`src/rtl/exp_horner_sched.sv`:
```
// exp_horner_sched: round-robin scheduler sharing an external multiplier/adder to evaluate exp(x) by Horner, optional EXP_HORNER_SCHED_STATS_EN counters
module exp_horner_sched #(
    parameter int NREQ = 4,
    parameter int WIDTHIN = 16,
    parameter int WIDTHOUT = 32,
    parameter logic [WIDTHIN-1:0] A0 = 16'h4000,
    parameter logic [WIDTHIN-1:0] A1 = 16'h4000,
    parameter logic [WIDTHIN-1:0] A2 = 16'h2000,
    parameter logic [WIDTHIN-1:0] A3 = 16'h0AAA,
    parameter logic [WIDTHIN-1:0] A4 = 16'h02AA,
    parameter logic [WIDTHIN-1:0] A5 = 16'h0088,
    localparam int IDW = (NREQ > 1) ? $clog2(NREQ) : 1
) (
    input  logic                    clk,
    input  logic                    reset,
    input  logic [NREQ-1:0]         req_valid,
    output logic [NREQ-1:0]         req_ready,
    input  logic [NREQ*WIDTHIN-1:0] req_x,
    output logic                    rsp_valid,
    input  logic                    rsp_ready,
    output logic [IDW-1:0]          rsp_id,
    output logic [WIDTHOUT-1:0]     rsp_y,
    output logic [WIDTHOUT-1:0]     mult_a,
    output logic [WIDTHIN-1:0]      mult_b,
    input  logic [WIDTHOUT-1:0]     mult_res,
    output logic [WIDTHOUT-1:0]     add_a,
    output logic [WIDTHIN-1:0]      add_b,
    input  logic [WIDTHOUT-1:0]     add_res,
    output logic                    busy
`ifdef EXP_HORNER_SCHED_STATS_EN
   ,output logic [15:0]             stat_done,
    output logic [15:0]             stat_stall
`endif
);
    typedef enum logic [1:0] {IDLE, CALC, DONE} state_t;
    state_t state;
    logic [WIDTHOUT-1:0] acc;
    logic [WIDTHIN-1:0] x_reg;
    logic [IDW-1:0] id_reg, rr_ptr, win, idx;
    logic [2:0] stage;
    logic found, accept;
    logic [WIDTHIN-1:0] xs [NREQ];
    for (genvar g = 0; g < NREQ; g++) begin : g_unpack
        assign xs[g] = req_x[g*WIDTHIN +: WIDTHIN];
    end
    // round-robin search starting just after the last granted requester
    always_comb begin
        win = '0;
        idx = '0;
        found = 1'b0;
        for (int k = 1; k <= NREQ; k++) begin
            idx = IDW'((int'(rr_ptr) + k) % NREQ);
            if (!found && req_valid[idx]) begin
                found = 1'b1;
                win = idx;
            end
        end
    end
    assign accept = found && (state == IDLE || (state == DONE && rsp_ready));
    assign req_ready = (accept && !reset) ? (NREQ'(1) << win) : '0;
    // accept a new operand, step the Horner stages, retire the response
    always_ff @(posedge clk or posedge reset) begin
        if (reset) begin
            state <= IDLE;
            acc <= '0;
            x_reg <= '0;
            id_reg <= '0;
            stage <= '0;
            rr_ptr <= IDW'(NREQ - 1);
        end else if (accept) begin
            x_reg <= xs[win];
            id_reg <= win;
            rr_ptr <= win;
            stage <= 3'd1;
            state <= CALC;
        end else if (state == CALC) begin
            acc <= add_res;
            stage <= (stage == 3'd5) ? 3'd0 : stage + 3'd1;
            if (stage == 3'd5) state <= DONE;
        end else if (state == DONE && rsp_ready) begin
            state <= IDLE;
        end
    end
    // drive the shared arithmetic units only while a stage is in flight
    always_comb begin
        mult_a = '0;
        mult_b = '0;
        add_a = '0;
        add_b = '0;
        if (state == CALC) begin
            mult_a = (stage == 3'd1) ? WIDTHOUT'({A5, 11'b0}) : acc;
            mult_b = x_reg;
            add_a = mult_res;
            add_b = (stage == 3'd1) ? A4 : (stage == 3'd2) ? A3 : (stage == 3'd3) ? A2 : (stage == 3'd4) ? A1 : A0;
        end
    end
    assign rsp_valid = state == DONE;
    assign rsp_y = rsp_valid ? acc : '0;
    assign rsp_id = id_reg;
    assign busy = state != IDLE;
`ifdef EXP_HORNER_SCHED_STATS_EN
    // count completed responses (wrapping) and backpressured DONE cycles (saturating)
    always_ff @(posedge clk or posedge reset) begin
        if (reset) begin
            stat_done <= '0;
            stat_stall <= '0;
        end else if (rsp_valid) begin
            if (rsp_ready) stat_done <= stat_done + 16'd1;
            else if (stat_stall != 16'hFFFF) stat_stall <= stat_stall + 16'd1;
        end
    end
`endif
endmodule

```
`config.mk`:
```
export PLATFORM = sky130hd
export DESIGN_NAME = exp_horner_sched
export DESIGN_NICKNAME = d
export VERILOG_FILES = /design/src/rtl/exp_horner_sched.sv
export SDC_FILE = /design/constraint.sdc
export NUM_CORES = 1
export LEC_CHECK = 0
export ABC_AREA = 1
export CORE_ASPECT_RATIO = 1.75
export CORE_UTILIZATION = 33
export CTS_BUF_LIST = sky130_fd_sc_hd__clkbuf_16
export DETAILED_ROUTE_END_ITERATION = 16
export GPL_TIMING_DRIVEN = 0
export PLACE_DENSITY = 0.74
export SLEW_MARGIN = 20
export SYNTH_ARGS = -nofsm -noshare
export SYNTH_HDL_FRONTEND = slang
export SYNTH_SLANG_ARGS = --single-unit
```
`constraint.sdc`:
```
create_clock -name clk -period 2.1 [get_ports clk]
set_input_delay 0.21 -clock clk [delete_from_list [all_inputs] [get_ports clk]]
set_output_delay 0.21 -clock clk [all_outputs]
set_load 0.02 [all_outputs]
```
# Word level (Yosys, flattened, before mapping)

Cells that the tools add are included.

$add $sub $neg: 5
$lt $le $gt $ge: 5
Equal/unequal tests: 7
Shift-type cells: 1
Muxes and demuxes: 36
Bitwise operators: 2
Reduce and logical (&&, ||, !) cells: 17

Operators by type and width:

| operator                                                                | count |
|---|---|
| 32-bit two-way mux                                                      | 4 |
| 15-bit two-way mux                                                      | 4 |
| 16-bit two-way mux                                                      | 3 |
| 16-bit binary-select mux with 2-bit select                              | 1 |
| 2-bit two-way mux                                                       | 8 |
| 2-bit by 3-bit < comparator with 1-bit output, second input constant    | 4 |
| 3-bit two-way mux                                                       | 3 |
| 1-bit binary-select mux with 2-bit select                               | 4 |
| 1-bit two-way mux                                                       | 8 |
| 3-bit by 2-bit equality test with 1-bit output, second input constant   | 2 |
| 1-bit logical AND                                                       | 6 |
| 2-bit by 1-bit adder with 2-bit output, second input constant           | 2 |
| 2-bit adder, second input constant                                      | 2 |
| 1-bit zero test                                                         | 4 |
| 4-bit two-way mux                                                       | 1 |
| 2-bit AND reduction                                                     | 2 |
| 2-bit nonzero test                                                      | 2 |
| 1-bit by 2-bit left shift with 4-bit output, first input constant       | 1 |
| 3-bit by 1-bit adder with 3-bit output, second input constant           | 1 |
| 3-bit by 1-bit equality test with 1-bit output, second input constant   | 1 |
| 3-bit equality test, second input constant                              | 1 |
| 3-bit greater-or-equal comparator, second input constant                | 1 |
| 3-bit by 2-bit inequality test with 1-bit output, second input constant | 1 |
| 2-bit inverter with 3-bit output                                        | 1 |
| 6 further kinds                                                         | 6 |

Flip-flop bits (word level): 57
Bits of input ports: 135
Logic and storage cells: 79

# Logic depth before layout (Yosys ltp)

Depth after elaboration: 17
Depth in mapped cells: 17
Depth with buffers taken out: 15

# Worst setup path before layout

Ideal clock, no wire load.

Path kind: input -> output
From: input reset
To: output req_ready[0]
Arrival: 2.249 ns
Required time: 1.890 ns
Path slack: -0.359 ns
Stages: 3
Cells stage by stage: inv_1 -> nand2_1 -> nor3_1

Cells in the longest elaborated chain, start to end: 3

RTL lines:

| item                      | line | text |
|---|---|---|
| start: declaration        | 15   | `input logic reset,` |
| 1-bit zero test (no line) | --   |  |
| 1-bit logical AND         | 60   | `assign req_ready = (accept && !reset) ? (NREQ'(1) << win) : '0;` |
| 4-bit two-way mux         | 60   |  |
| end: declaration          | 17   | `output logic [NREQ-1:0] req_ready,` |

No other way between the ends.

# Worst setup path after layout

From: register rr_ptr[0]
To: output req_ready[0]

Cells in the longest elaborated chain, start to end: 16

RTL lines:

| item                                      | line | text |
|---|---|---|
| start: declaration                        | 39   | `logic [IDW-1:0] id_reg, rr_ptr, win, idx;` |
| start signal: assignment                  | 69   | `rr_ptr <= IDW'(NREQ - 1);` |
| start signal: assignment                  | 73   | `rr_ptr <= win;` |
| 2-bit by 1-bit adder with 2-bit output    | 52   | `idx = IDW'((int'(rr_ptr) + k) % NREQ);` |
| 1-bit binary-select mux with 2-bit select | 53   | `if (!found && req_valid[idx]) begin` |
| 1-bit two-way mux (implied by the code)   | 53   |  |
| 1-bit two-way mux                         | 53   |  |
| 1-bit zero test                           | 53   |  |
| 1-bit logical AND                         | 53   |  |
| 1-bit two-way mux                         | 53   |  |
| 1-bit zero test                           | 53   |  |
| 1-bit logical AND                         | 53   |  |
| 1-bit two-way mux                         | 53   |  |
| 1-bit zero test                           | 53   |  |
| 1-bit logical AND                         | 53   |  |
| 1-bit two-way mux                         | 53   |  |
| 1-bit logical AND                         | 59   | `assign accept = found && (state == IDLE \|\| (state == DONE && rsp_ready));` |
| 1-bit logical AND                         | 60   |  |
| 4-bit two-way mux *                       | 60   |  |

Mark *: on every way between the ends. The rest lies on a longest branch, timed or not. The select of a mux whose other input is x is not followed.

==> flow_metrics.py <==
metrics = {
    "power": {
        "combPwrFrac": 0.765,
        "ir_drop_uv": 1410,
        "power.total_w": 0.0132,
        "leakage_nw": 4.21,
        "intPower_w": 0.00639,
        "clkPwrFrac": 0.093,
        "p_per_area_mw_per_mm2": 1750,
        "switching_share": 0.517,
        "switchingPower_w": 0.00684,
        "seq_power_share": 0.142,
    },
    "yosys": {
        "syn_area_per_cell_um2": 6.10,
        "synth_top_cells_by_area": "dfrtp_1 (34%), nand2_1 (22%), nor2_1 (11%)",
        "synth-simple-area-share": 0.422,
        "synthesis.area_mm2": 0.00408,
        "syn_inst": 669,
        "synth_top_area_cell": "dfrtp_1",
        "ys_warn_count": 0,
        "synth_top_family_by_area": "simple AND/OR/NAND/NOR gates",
        "synth_compound_area_frac": 0.0647,
        "synth_xor_xnor_area_share": 0,
        "synth_adder_area_share": 0.00307,
        "yosysTopAreaCellShare": 0.337,
        "netlist-cell-type-count": 29,
        "synth_mux_area_frac": 0,
        "ys_seq_area_frac": 0.350,
        "ys_seq_elements": 57,
    },
    "sta": {
        "final-max-slew-violation-count": 0,
        "grt_setup_unrepaired": "yes",
        "max_slew.worst_pin.slew_ns": 0.610,
        "fin_crit_sh": 1.19,
        "hold_viol_final": 0,
        "slew_headroom": 0.592,
        "fmax_mhz": 401,
        "fin_tns_setup_ns": -5.30,
        "finClkSkew_ns": 0.00513,
        "timing.final.ws_setup_ns": -0.397,
        "finalCriticalPeriod_ns": 2.50,
        "setup_viol": 22,
    },
    "route": {
        "vias": 5111,
        "met3_length_um": 885,
        "drc_errors": 0,
        "vias_per_cell": 4.44,
        "highest_layer": "met4",
        "wirelength_um": 15600,
        "ant_nets": 0,
        "drt-met1-wl_um": 5450,
        "met2WireLength_um": 8900,
        "dr.pass1.iters": 5,
        "wl_per_cell_um": 13.6,
        "drt_iter0_drc": 96,
    },
    "cells_and_area": {
        "nNetsFinal": 1116,
        "nFillCells": 1149,
        "drive_above_1_share": 0.201,
        "layout_commonest_cell": "nand2_1",
        "multi_input_area_mm2": 0.00225,
        "largest_reg_flops": 32,
        "syn_to_final_growth_pct": 84.8,
        "regArea_mm2": 0.00143,
        "final_cell_mix": "nand2_1 (220), clkdlybuf4s50_1 (138), nor2_1 (115), inv_1 (93), dfrtp_1 (55)",
        "fin_util": 0.628,
        "n_antenna_cell": 0,
    },
    "setup_path": {
        "cp.arrival_ns": 2.29,
        "startpoint_type": "register",
        "crit_slowest_cell": "dfstp_2",
        "ff2ff_path_depth": 18,
        "cp_max_fo": 8,
        "critPathRequiredTime_ns": 1.89,
        "crit_top_cell": "nand2_1",
        "cpPeakStageDelay_ns": 0.53,
        "crit_type": "register to primary output",
        "worst_setup_path_end_kind": "primary output",
        "cp_cell_sequence": "buf_8, buf_4, nand2_1, nand3_1, nand2_1, nand2_2, nand2_1, nand2_1, nand2_2, nand2_2, o21ai_4, buf_6, nor3_4, buf_6",
    },
    "place": {
        "dp_hpwl_um": 12000,
        "port_buffers": 262,
        "gp_congestion": 0.851,
    },
    "clock_network": {
        "clockRootBuffer": "clkbuf_16",
        "cts_tree": "built",
        "path_clk_slew_ns": 0.05,
        "cts-buffers-inserted": 9,
        "cts_hold_buf": 0,
        "clock_sinks": 57,
        "h-tree-depth": 3,
        "insertion_delay_ns": 0.32,
        "clk_path_buf_depth": 2,
    },
    "global_routing": {
        "grt_max_degree": 34,
        "grt_overflow": 0,
        "grt_pass1_vias": 4897,
        "track_usage": 0.238,
        "grt_pass1_wl_um": 23700,
        "antenna_found_initial": 0,
    },
    "floorplanning": {
        "start_util": 0.340,
        "die_w_um": 86.1,
        "pin_count": 271,
        "core-area_mm2": 0.0120,
        "dieArea_mm2": 0.0128,
        "fp-row-count": 53,
        "die_y_um": 149,
    },
    "run_status": {
        "outcome": "complete, but fails checks",
        "violations": "setup timing",
    },
    "hold_path": {
        "min_path_type": "primary input to asynchronous set/reset pin",
    },
    "job": {
        "maxCapViolations": 0,
    },
}
final cells by class:
cell class / count / share of cell area
inverters: 100 / 0.0526
multi-input cells: 470 / 0.298
clock buffers: 9 / 0.0299
flip-flops and latches: 57 / 0.189
repair buffers: 293 / 0.345
plain buffers: 49 / 0.0541
clock inverters: 7 / 0.00381
well taps: 165 / 0.0274
synthesized netlist by cell type, drive strengths merged:
cell and n:
a21oi 6, buf 34, clkbuf 15, conb 1, dfrtp 55, dfstp 2
ha 1, inv 100, nand2 248, nand3 9, nand4 32, nor2 118
nor3 5, o21ai 41, o22ai 1, or2 1
worst paths after layout:
path	start	end	slack (ns)
worst max-delay path	rr_ptr[0]$_DFFE_PP1P_	req_ready[0]	-0.40
worst min-delay path	reset	x_reg[15]$_DFFE_PP0P_	0.32
worst max register to register	rr_ptr[0]$_DFFE_PP1P_	x_reg[11]$_DFFE_PP0P_	-0.27
worst min register to register	x_reg[3]$_DFFE_PP0P_	x_reg[3]$_DFFE_PP0P_	0.47
max in group asynchronous	reset	acc[18]$_DFFE_PP0P_	1.22
min in group clk	add_res[3]	acc[3]$_DFFE_PP0P_	0.45
power by group through the flow:
stage               registers, W  clock network (W)  logic, W
global route             0.00193            0.00132    0.0111
floorplan                0.00186                  0   0.00568
finish                   0.00188            0.00123    0.0101
CTS                      0.00187            0.00127   0.00961
detailed placement       0.00188                  0   0.00882
global placement         0.00187                  0   0.00874
logic make-up after synthesis:
family,Yosys count
compound gates,48
fa+ha+maj,1
buf+inv,149
flops,57
other cells,1
simple gates,413
worst max-delay path: cells and delay by family, from the launching register on:
kind / cells / cell delay (ns)
AOI/OAI and AO/OA: 1 / 0.07
and+or+nand+nor: 9 / 0.83
buffers and inverters: 4 / 0.51
DFF: 1 / 0.53
what timing repair did:
item / CTS / global route
gates resized for setup: 225 / 150
buffers inserted: 19 / 10
pin swaps: 21 / 20
setup endpoints to repair: 142 / 96
cloned: 1 / 0
stage by stage:
stage | std cells | hold slack, ns | instance area [um2] | setup WS [ns]
after global routing | 1150 | 0.363 | 7540 | -0.482
after floorplan | 676 | 0.300 | 4130 | -0.0344
after global placement | 1103 | 0.463 | 6960 | -1.22
after detailed placement | 1104 | 0.465 | 6980 | -0.866
after CTS | 1140 | 0.328 | 7490 | -0.369
final | 1150 | 0.317 | 7540 | -0.397
per-layer routing:
layer / up-vias / global-route usage
li1: 2617 / -
met1: 2255 / 0.239
met2: 210 / 0.465
met3: 29 / 0.0459
met4: 0 / 0.0950
met5: - / 0
Power figures use the tool's default switching activity.
